--- config.mk ---
export PLATFORM = sky130hd
export DESIGN_NAME = vga_playback_ctrl_flat
export DESIGN_NICKNAME = d
export VERILOG_FILES = /design/src/rtl/vga_playback_ctrl_if.sv /design/src/rtl/vga_playback_ctrl.sv /design/src/flat_wrapper.sv
export SDC_FILE = /design/constraint.sdc
export NUM_CORES = 1
export LEC_CHECK = 0
export CAP_MARGIN = 20
export CORE_MARGIN = 8
export CORE_UTILIZATION = 60
export DETAILED_ROUTE_END_ITERATION = 8
export DONT_BUFFER_PORTS = 1
export GPL_TIMING_DRIVEN = 0
export PLACE_DENSITY = 0.76
export SKIP_LAST_GASP = 1
export SLEW_MARGIN = 0
export SYNTH_ARGS = -nofsm -noshare
export SYNTH_HDL_FRONTEND = slang
export SYNTH_SLANG_ARGS = --single-unit
--- constraint.sdc ---
create_clock -name pclk -period 5.4 [get_ports pclk]
set_clock_uncertainty 0.05 [all_clocks]
set_input_delay 0.81 -clock pclk [delete_from_list [all_inputs] [get_ports pclk]]
set_output_delay 0.81 -clock pclk [all_outputs]
set_load 0.02 [all_outputs]
--- src/rtl/vga_playback_ctrl_if.sv ---
// Control/status bundle between the video player's command source and the frame sequencer.
// The slave side is the sequencer; the master side drives vsync, commands and settings.
interface vga_playback_ctrl_if #(
  parameter int unsigned IDX_W  = 4,
  parameter int unsigned ADDR_W = 18,
  parameter int unsigned CNT_W  = 7
) ();

  logic              vs;
  logic              cmd_play;
  logic              cmd_pause;
  logic              cmd_step_fwd;
  logic              cmd_step_back;
  logic              loop_en;
  logic [CNT_W-1:0]  speed;
  logic [IDX_W-1:0]  frame_idx;
  logic [ADDR_W-1:0] frame_base_addr;
  logic              playing;
  logic              done;
  logic              frame_tick;

  modport master (
    output vs,
    output cmd_play,
    output cmd_pause,
    output cmd_step_fwd,
    output cmd_step_back,
    output loop_en,
    output speed,
    input  frame_idx,
    input  frame_base_addr,
    input  playing,
    input  done,
    input  frame_tick
  );

  modport slave (
    input  vs,
    input  cmd_play,
    input  cmd_pause,
    input  cmd_step_fwd,
    input  cmd_step_back,
    input  loop_en,
    input  speed,
    output frame_idx,
    output frame_base_addr,
    output playing,
    output done,
    output frame_tick
  );

endinterface

--- src/rtl/vga_playback_ctrl.sv ---
// Frame sequencer: owns the displayed image index and its VRAM base address, and applies
// play/pause/step/loop/speed changes only at a vsync falling edge so the picture never tears.
module vga_playback_ctrl #(
  parameter int unsigned FRAME_COUNT = 5,
  parameter int unsigned FRAME_SIZE  = 30000,
  parameter int unsigned ADDR_W      = 18,
  parameter int unsigned IDX_W       = 4,
  parameter int unsigned CNT_W       = 7
) (
  input  logic                pclk,
  input  logic                rst,
  vga_playback_ctrl_if.slave  ctrl_io
);

  localparam logic [IDX_W-1:0]  LastIdx   = IDX_W'(FRAME_COUNT - 1);
  localparam logic [ADDR_W-1:0] FrameSize = ADDR_W'(FRAME_SIZE);
  localparam logic [ADDR_W-1:0] LastBase  = ADDR_W'((FRAME_COUNT - 1) * FRAME_SIZE);

  typedef enum logic [1:0] {StStop, StPlay, StPause, StDone} state_e;
  typedef enum logic [2:0] {CmdNone, CmdPause, CmdPlay, CmdBack, CmdFwd} cmd_e;

  state_e            state_q;
  logic              vs_q;
  logic              fall_q;
  logic              pend_play_q;
  logic              pend_pause_q;
  logic              pend_fwd_q;
  logic              pend_back_q;
  logic [CNT_W-1:0]  cnt_q;
  logic [IDX_W-1:0]  idx_q;
  logic [ADDR_W-1:0] base_q;
  logic              playing_q;
  logic              done_q;
  logic              tick_q;

  logic              vs_fall;
  cmd_e              cmd_sel;
  logic [CNT_W-1:0]  spd_m1;
  logic              cnt_hit;
  logic [IDX_W-1:0]  fwd_idx;
  logic [ADDR_W-1:0] fwd_base;
  logic [IDX_W-1:0]  back_idx;
  logic [ADDR_W-1:0] back_base;

  assign vs_fall = vs_q & ~ctrl_io.vs;

  // Highest-priority pending command; the rest are dropped at the same boundary.
  always_comb begin
    cmd_sel = CmdNone;
    if (pend_pause_q) begin
      cmd_sel = CmdPause;
    end else if (pend_play_q) begin
      cmd_sel = CmdPlay;
    end else if (pend_back_q) begin
      cmd_sel = CmdBack;
    end else if (pend_fwd_q) begin
      cmd_sel = CmdFwd;
    end
  end

  // Speed 0 behaves as 1; >= lets a speed decrease take effect at the next boundary.
  always_comb begin
    spd_m1  = (ctrl_io.speed == '0) ? '0 : ctrl_io.speed - 1'b1;
    cnt_hit = (cnt_q >= spd_m1);
  end

  // Neighbouring images with wrap; base address follows incrementally, no multiplier.
  always_comb begin
    if (idx_q == LastIdx) begin
      fwd_idx  = '0;
      fwd_base = '0;
    end else begin
      fwd_idx  = idx_q + 1'b1;
      fwd_base = base_q + FrameSize;
    end
    if (idx_q == '0) begin
      back_idx  = LastIdx;
      back_base = LastBase;
    end else begin
      back_idx  = idx_q - 1'b1;
      back_base = base_q - FrameSize;
    end
  end

  always_ff @(posedge pclk or posedge rst) begin
    if (rst) begin
      state_q      <= StStop;
      vs_q         <= 1'b0;
      fall_q       <= 1'b0;
      pend_play_q  <= 1'b0;
      pend_pause_q <= 1'b0;
      pend_fwd_q   <= 1'b0;
      pend_back_q  <= 1'b0;
      cnt_q        <= '0;
      idx_q        <= '0;
      base_q       <= '0;
      playing_q    <= 1'b0;
      done_q       <= 1'b0;
      tick_q       <= 1'b0;
    end else begin
      vs_q   <= ctrl_io.vs;
      fall_q <= vs_fall;
      tick_q <= 1'b0;
      if (fall_q) begin
        // A pulse arriving while the boundary is being applied belongs to the next one.
        pend_play_q  <= ctrl_io.cmd_play;
        pend_pause_q <= ctrl_io.cmd_pause;
        pend_fwd_q   <= ctrl_io.cmd_step_fwd;
        pend_back_q  <= ctrl_io.cmd_step_back;
        case (state_q)
          StStop: begin
            if (cmd_sel == CmdPlay) begin
              state_q   <= StPlay;
              playing_q <= 1'b1;
              cnt_q     <= '0;
            end else if (cmd_sel == CmdBack) begin
              state_q <= StPause;
              idx_q   <= back_idx;
              base_q  <= back_base;
              tick_q  <= 1'b1;
            end else if (cmd_sel == CmdFwd) begin
              state_q <= StPause;
              idx_q   <= fwd_idx;
              base_q  <= fwd_base;
              tick_q  <= 1'b1;
            end
          end
          StPlay: begin
            if (cmd_sel == CmdPause) begin
              state_q   <= StPause;
              playing_q <= 1'b0;
              cnt_q     <= '0;
            end else if (cnt_hit) begin
              cnt_q <= '0;
              if ((idx_q != LastIdx) || ctrl_io.loop_en) begin
                idx_q  <= fwd_idx;
                base_q <= fwd_base;
                tick_q <= 1'b1;
              end else begin
                state_q   <= StDone;
                playing_q <= 1'b0;
                done_q    <= 1'b1;
              end
            end else begin
              cnt_q <= cnt_q + 1'b1;
            end
          end
          StPause: begin
            if (cmd_sel == CmdPlay) begin
              state_q   <= StPlay;
              playing_q <= 1'b1;
              cnt_q     <= '0;
            end else if (cmd_sel == CmdBack) begin
              idx_q  <= back_idx;
              base_q <= back_base;
              tick_q <= 1'b1;
            end else if (cmd_sel == CmdFwd) begin
              idx_q  <= fwd_idx;
              base_q <= fwd_base;
              tick_q <= 1'b1;
            end
          end
          StDone: begin
            // Index sits at the last image here, so fwd lands on 0 and back on last-1.
            if (cmd_sel == CmdPlay) begin
              state_q   <= StPlay;
              playing_q <= 1'b1;
              done_q    <= 1'b0;
              cnt_q     <= '0;
              idx_q     <= fwd_idx;
              base_q    <= fwd_base;
              tick_q    <= 1'b1;
            end else if (cmd_sel == CmdBack) begin
              state_q <= StPause;
              done_q  <= 1'b0;
              idx_q   <= back_idx;
              base_q  <= back_base;
              tick_q  <= 1'b1;
            end else if (cmd_sel == CmdFwd) begin
              state_q <= StPause;
              done_q  <= 1'b0;
              idx_q   <= fwd_idx;
              base_q  <= fwd_base;
              tick_q  <= 1'b1;
            end
          end
          default: begin
            state_q   <= StStop;
            playing_q <= 1'b0;
            done_q    <= 1'b0;
          end
        endcase
      end else begin
        pend_play_q  <= pend_play_q  | ctrl_io.cmd_play;
        pend_pause_q <= pend_pause_q | ctrl_io.cmd_pause;
        pend_fwd_q   <= pend_fwd_q   | ctrl_io.cmd_step_fwd;
        pend_back_q  <= pend_back_q  | ctrl_io.cmd_step_back;
      end
    end
  end

  assign ctrl_io.frame_idx       = idx_q;
  assign ctrl_io.frame_base_addr = base_q;
  assign ctrl_io.playing         = playing_q;
  assign ctrl_io.done            = done_q;
  assign ctrl_io.frame_tick      = tick_q;

endmodule

--- src/flat_wrapper.sv ---
// flat-port wrapper written by rule: the top's interface ports become plain ports
module vga_playback_ctrl_flat 
#(
  parameter int unsigned FRAME_COUNT = 5,
  parameter int unsigned FRAME_SIZE  = 30000,
  parameter int unsigned ADDR_W      = 18,
  parameter int unsigned IDX_W       = 4,
  parameter int unsigned CNT_W       = 7
)
  (pclk, rst, ctrl_io_vs, ctrl_io_cmd_play, ctrl_io_cmd_pause, ctrl_io_cmd_step_fwd, ctrl_io_cmd_step_back, ctrl_io_loop_en, ctrl_io_speed, ctrl_io_frame_idx, ctrl_io_frame_base_addr, ctrl_io_playing, ctrl_io_done, ctrl_io_frame_tick);
  vga_playback_ctrl_if #(.IDX_W(IDX_W), .ADDR_W(ADDR_W), .CNT_W(CNT_W)) ctrl_io_i ();
  input  logic pclk;
  input  logic rst;
  input wire logic [$bits(ctrl_io_i.vs)-1:0] ctrl_io_vs;
  input wire logic [$bits(ctrl_io_i.cmd_play)-1:0] ctrl_io_cmd_play;
  input wire logic [$bits(ctrl_io_i.cmd_pause)-1:0] ctrl_io_cmd_pause;
  input wire logic [$bits(ctrl_io_i.cmd_step_fwd)-1:0] ctrl_io_cmd_step_fwd;
  input wire logic [$bits(ctrl_io_i.cmd_step_back)-1:0] ctrl_io_cmd_step_back;
  input wire logic [$bits(ctrl_io_i.loop_en)-1:0] ctrl_io_loop_en;
  input wire logic [$bits(ctrl_io_i.speed)-1:0] ctrl_io_speed;
  output wire logic [$bits(ctrl_io_i.frame_idx)-1:0] ctrl_io_frame_idx;
  output wire logic [$bits(ctrl_io_i.frame_base_addr)-1:0] ctrl_io_frame_base_addr;
  output wire logic [$bits(ctrl_io_i.playing)-1:0] ctrl_io_playing;
  output wire logic [$bits(ctrl_io_i.done)-1:0] ctrl_io_done;
  output wire logic [$bits(ctrl_io_i.frame_tick)-1:0] ctrl_io_frame_tick;
  assign ctrl_io_i.vs = ctrl_io_vs;
  assign ctrl_io_i.cmd_play = ctrl_io_cmd_play;
  assign ctrl_io_i.cmd_pause = ctrl_io_cmd_pause;
  assign ctrl_io_i.cmd_step_fwd = ctrl_io_cmd_step_fwd;
  assign ctrl_io_i.cmd_step_back = ctrl_io_cmd_step_back;
  assign ctrl_io_i.loop_en = ctrl_io_loop_en;
  assign ctrl_io_i.speed = ctrl_io_speed;
  assign ctrl_io_frame_idx = ctrl_io_i.frame_idx;
  assign ctrl_io_frame_base_addr = ctrl_io_i.frame_base_addr;
  assign ctrl_io_playing = ctrl_io_i.playing;
  assign ctrl_io_done = ctrl_io_i.done;
  assign ctrl_io_frame_tick = ctrl_io_i.frame_tick;
  vga_playback_ctrl #(.FRAME_COUNT(FRAME_COUNT), .FRAME_SIZE(FRAME_SIZE), .ADDR_W(ADDR_W), .IDX_W(IDX_W), .CNT_W(CNT_W)) u_core (.pclk(pclk), .rst(rst), .ctrl_io(ctrl_io_i));
endmodule
==> Word level (Yosys, flattened, before mapping) <==
Index checks and enable logic that the tools add are counted.
{ "classes": {"addsub": 6, "mul": 0, "div_mod_pow": 0, "n_lt_le_gt_ge": 1, "n_eq_ne": 20, "shift": 0, "mux": 62, "bitwise_logic": 6, "n_reduce_logical": 13} }
{ "ops": {"columns": ["op", "n"], "rows": [
  ["$mux W18", 9],
  ["$pmux W18 S3", 1],
  ["$mux W4", 9],
  ["$mux W7", 4],
  ["$mux W1", 22],
  ["$add A18 B15 Y18 const B", 1],
  ["$sub A18 B15 Y18 const B", 1],
  ["$mux W2", 7],
  ["$pmux W7 S2", 1],
  ["$mux W3", 4],
  ["$pmux W4 S3", 1],
  ["$reduce_and A5 Y1", 2],
  ["$ne A2 B1 Y1 const B", 4],
  ["$ne A4 B1 Y1 const B", 2],
  ["$add A7 B1 Y7 const B", 1],
  ["$ge A7 B7 Y1", 1],
  ["$logic_not A7 Y1", 1],
  ["$sub A7 B1 Y7 const B", 1],
  ["$eq A3 B2 Y1 const B", 2],
  ["$ne A2 B2 Y1 const B", 3],
  ["$pmux W2 S3", 1],
  ["$reduce_and A6 Y1", 1],
  ["$add A4 B1 Y4 const B", 1],
  ["$eq A2 B2 Y1 const B", 2],
  ["other kinds (21)", 26]
]} }
{ "word_totals": {"regBits": 40, "latchBits": 0, "mem_bits_rw": 0, "mem_bits_ro": 0, "inputBits": 15, "out_inout_bits": 25, "elab_cells": 121, "mem_count": 0} }

==> Logic depth before layout (Yosys ltp) <==
{ "depth": {"ltp_word": 10, "ltp_mapped": 14, "mapped_depth_nobuf": 13} }

==> Worst setup path after synthesis <==
No wires, ideal clock.
{ "synth_path": {"path_kind": "input to register", "from": "in ctrl_io_speed[0]", "to": "reg u_core.cnt_q[2]", "setup_time_ns": 0.079, "arrival_ns": 3.288, "required_time_ns": 5.271, "setup_slack_ns": 1.982, "cell_stages": 13, "n_path_buf": 0, "cell_sequence": "inv_1 > ha_1 > nand2_1 > or3_1 > or2_0 > and2_1 > ha_1 > nand2b_1 > a31oi_1 > o21ai_0 > a211oi_1 > a21oi_1 > mux2i_1"} }
{ "synth_via": {"elab_chain_cells": 6, "elab_cells_between_ends": 7, "classes_between": "1 x add/sub; 1 x order compare; 4 x mux; 1 x reduce/logical"} }
{ "synth_lines": {"columns": ["element", "line_no", "source"], "rows": [
  ["start, declared", "flat_wrapper.sv:20", "input wire logic [$bits(ctrl_io_i.speed)-1:0] ctrl_io_speed;"],
  ["$sub A7 B1 Y7 or $logic_not A7 Y1 (tied branches)", "vga_playback_ctrl.sv:63", "spd_m1 = (ctrl_io.speed == '0) ? '0 : ctrl_io.speed - 1'b1;"],
  ["$mux W7 *", "vga_playback_ctrl.sv:63", null],
  ["$ge A7 B7 Y1 *", "vga_playback_ctrl.sv:64", "cnt_hit = (cnt_q >= spd_m1);"],
  ["$mux W7 *", "vga_playback_ctrl.sv:133", "end else if (cnt_hit) begin"],
  ["$mux W7 *", "vga_playback_ctrl.sv:129", "if (cmd_sel == CmdPause) begin"],
  ["$pmux W7 S2 *", "vga_playback_ctrl.sv:110", "case (state_q)"],
  ["end signal, assigned", "vga_playback_ctrl.sv:145", "cnt_q <= cnt_q + 1'b1;"],
  ["end, declared", "vga_playback_ctrl.sv:29", "logic [CNT_W-1:0] cnt_q;"]
]} }
Every way passes the cells marked *; elsewhere a longest branch is shown, timed or not.
A chain may end at the register's enable or synchronous reset.

==> Worst setup path in the final report <==
{ "layout_path": {"from": "in ctrl_io_speed[0]", "to": "reg u_core.base_q[12], in the netlist u_core.ctrl_io.frame_base_addr[12]"} }
{ "layout_via": {"elab_chain_cells": 5, "elab_cells_between_ends": 6, "classes_between": "1 x add/sub; 1 x order compare; 1 x eq/ne; 1 x mux; 2 x reduce/logical"} }
{ "layout_lines": {"columns": ["element", "line_no", "source"], "rows": [
  ["$sub A7 B1 Y7 or $logic_not A7 Y1 (tied branches)", "vga_playback_ctrl.sv:63", null],
  ["$mux W7 *", "vga_playback_ctrl.sv:63", null],
  ["$ge A7 B7 Y1 *", "vga_playback_ctrl.sv:64", null],
  ["$ne A2 B1 Y1 (no line) *", null, null],
  ["$reduce_and A5 Y1 (no line) *", null, null],
  ["end signal, assigned", "vga_playback_ctrl.sv:119", "base_q <= back_base;"],
  ["end signal, assigned", "vga_playback_ctrl.sv:124", "base_q <= fwd_base;"],
  ["end signal, assigned", "vga_playback_ctrl.sv:137", "base_q <= fwd_base;"],
  ["end, declared", "vga_playback_ctrl.sv:31", "logic [ADDR_W-1:0] base_q;"]
]} }
Marked as above.

==> run metrics <==
Syn Inst Count=401; mux cell area share after synthesis=2.17%; fraction of layout cells with a size suffix above 1=9.54%; area added between synthesis and finish=6.17%; root buffer cell=clkbuf_8; residual DRC count=0; Fin. Hold Viols=0; antenna-violating nets left=0; Crit Path Class=in -> reg; Detail Placement HPWL=6460 µm; via-per-instance ratio=6.57; area occupied by multi-input gates=0.00216 mm²; first-pass GRT wire length=14900 µm; Routed WL per cell=18.5 µm; Hold Path Class=reg -> reg; Worst VDD drop=0.275 mV; drt initial violations=323; Syn Nets=434; register area=0.00100 mm²; CTS Buf Count=5; Post-synth EDFFs=0; Post-Syn Area per Cell=8.34 µm²; worst-skew pair later-pin latency=0.31 ns; final WL=8880 µm; H-tree depth=2; Crit. End Element=register; CTS tree=yes; post-synthesis sequential area ratio=29.9%; post-synthesis adder-cell area fraction=6.73%; Clk pin slew, worst setup/hold paths=0.09 ns; Yosys cell types=75; die area=0.00822 mm²; simple-gate share of the synthesized area=20.2%; Worst Path Required=5.58 ns; initial antenna violation count=0; FF+latch count, synth=40; Max FO, Critical Path=10; CP Launch Point=ctrl_io_speed[0]; Max Root-Sink Buffers=2; main combinational cell family by area after synthesis=compound AO/OA/AOI/OAI gates; commonest cells after routing, fill and taps aside=dfrtp_1 (40), nor2_1 (32), nand2_1 (30); leading cell type in the layout, fill and taps excluded=dfrtp_1; All-Layer GR Usage=21.7%; Placer Congestion=0.954; largest net degree at the start of global routing=41; status=finished, final reports clean; Die X-Extent=90.7 µm; max-slew violation count=0; fin crit period=3.66 ns; RSZ-0062 raised after global routing=false; Clock Sinks=40; setup_tns=0 ns; IO buf count=0; endpoints failing setup=0; row count=27; maximum clock frequency=273 MHz; via count=3159; Synth Cell Area=0.00335 mm²; Max-slew headroom=29.9%; hold wc startpoint=u_core.vs_q$_DFF_PP0_; share of async-settable or async-resettable flops after synthesis=100%; vias in the first global route=3022; first-pass iteration count of the detailed router=5; leak pwr=1.55 nW; Chip Height=90.7 µm; Compound-Gate Fraction of Synth Area=31.0%; post-synthesis xor/xnor area fraction=4.45%; Starting Density=61.5%; fillers=473; Core Box Area=0.00544 mm²; worst r2r src=u_core.ctrl_io.frame_idx[0]$_DFFE_PP0P_; Nets=441; CP peak stage delay=0.47 ns; post-CTS setup buffers=0; Final Util=65.3%; Max Cap Viol=0; number of I/O pins=40; CP cell instances=inv_1 > ha_1 > nand2_1 > or3_1 > or2_0 > and2_1 > ha_1 > nand2b_1 > a31oi_1 > o211ai_1 > nand2_2 > clkbuf_1 > nand2_1 > a22oi_1; Post-CTS Hold Fix Bufs=0; CP max-delay cell=clkbuf_1; cts repair resizes=0; yosys warns=0; antenna cell count=0; period utilization=67.7%; worst slew pin tran=1.04 ns; PD cells=499 mW/mm²; Overflow after GRT=0; WP data arrival=3.84 ns; top_reg_cell synth=dfrtp_1; startpoint class of the critical path=input pin
-- cell usage after synthesis, types with 8 or more instances --
| cell | instances | area, µm² |
|---|---|---|
| clkbuf_1 | 11 | 41.3 |
| o21ai_0 | 24 | 120 |
| o22ai_1 | 8 | 50.1 |
| a21o_1 | 9 | 67.6 |
| nand2_1 | 30 | 113 |
| dfrtp_1 | 40 | 1000 |
| nor2_1 | 32 | 120 |
| nor3_1 | 11 | 55.1 |
| a21oi_1 | 28 | 140 |
| ha_1 | 18 | 225 |
| nand3_1 | 9 | 45.0 |
| xnor2_1 | 11 | 96.3 |
| inv_1 | 22 | 82.6 |
-- cells by family after synthesis --
group,after synthesis
compound gates,146
simple gates,129
buf+inv,44
flops,40
fa+ha+maj,18
xor+xnor,17
mux,7
-- power by group --
part / total [mW] / switching [mW] / internal [mW] / leakage (nW)
registers: 0.552 / 0.179 / 0.374 / 0.512
clock network: 0.258 / 0.118 / 0.139 / 0.0583
logic: 0.963 / 0.591 / 0.372 / 0.975
-- per-stage QoR --
| step | std cells | area, µm² | power [mW] | setup slack (ns) | hold WS (ns) |
|---|---|---|---|---|---|
| global route | 481 | 3550 | 1.90 | 1.53 | 0.457 |
| finish | 481 | 3550 | 1.77 | 1.74 | 0.419 |
| floorplan | 401 | 3350 | 1.28 | 1.98 | 0.389 |
| global placement | 473 | 3440 | 1.47 | 1.50 | 0.394 |
| detailed placement | 473 | 3440 | 1.50 | 1.47 | 0.412 |
| CTS | 481 | 3550 | 1.76 | 1.77 | 0.432 |
-- state kept, by name (all words and copies together) (netlist names), 2 cells and up --
| register | count |
|---|---|
| u_core.ctrl_io.frame_base_addr | 18 |
| u_core.cnt_q | 7 |
| u_core.ctrl_io.frame_idx | 4 |
| u_core.state_q | 2 |
-- layout make-up --
| cell class | instances | area share (%) |
|---|---|---|
| Clock buffer | 5 | 1.94 |
| Inverter | 23 | 2.43 |
| Buffer | 21 | 2.82 |
| Sequential cell | 40 | 28.2 |
| Multi-Input combinational cell | 317 | 60.8 |
| Tap cell | 72 | 2.54 |
| Clock inverter | 3 | 1.34 |
-- critical path: cells and delay by family --
family / cells / cell delay, ns
compound gates: 3 / 0.68
fa+ha+maj: 2 / 0.43
buf+inv: 2 / 0.52
simple gates: 7 / 1.40
-- final timing paths --
check / cells past startpoint / slack [ns] / to
worst min register to register: 1 / 0.42 / u_core.fall_q$_DFF_PP0_
worst min-delay path: 1 / 0.42 / u_core.fall_q$_DFF_PP0_
worst max-delay path: 14 / 1.74 / u_core.ctrl_io.frame_base_addr[12]$_DFFE_PP0P_
max in group asynchronous: 1 / 4.29 / u_core.ctrl_io.frame_base_addr[13]$_DFFE_PP0P_
worst max register to register: 9 / 2.62 / u_core.ctrl_io.frame_base_addr[16]$_DFFE_PP0P_
min in group asynchronous: 1 / 0.49 / u_core.ctrl_io.frame_base_addr[9]$_DFFE_PP0P_
-- metal layers --
| metal | GRT usage [%] | vias to the layer above | share of wire (%) |
|---|---|---|---|
| li1 | - | 1495 | - |
| met1 | 28.1 | 1494 | 43 |
| met2 | 33.0 | 154 | 45 |
| met3 | 6.90 | 16 | 10 |
| met4 | 7.63 | 0 | 1.7 |
| met5 | 0 | - | 0 |
Note: power is estimated with default switching activity, not from simulation.
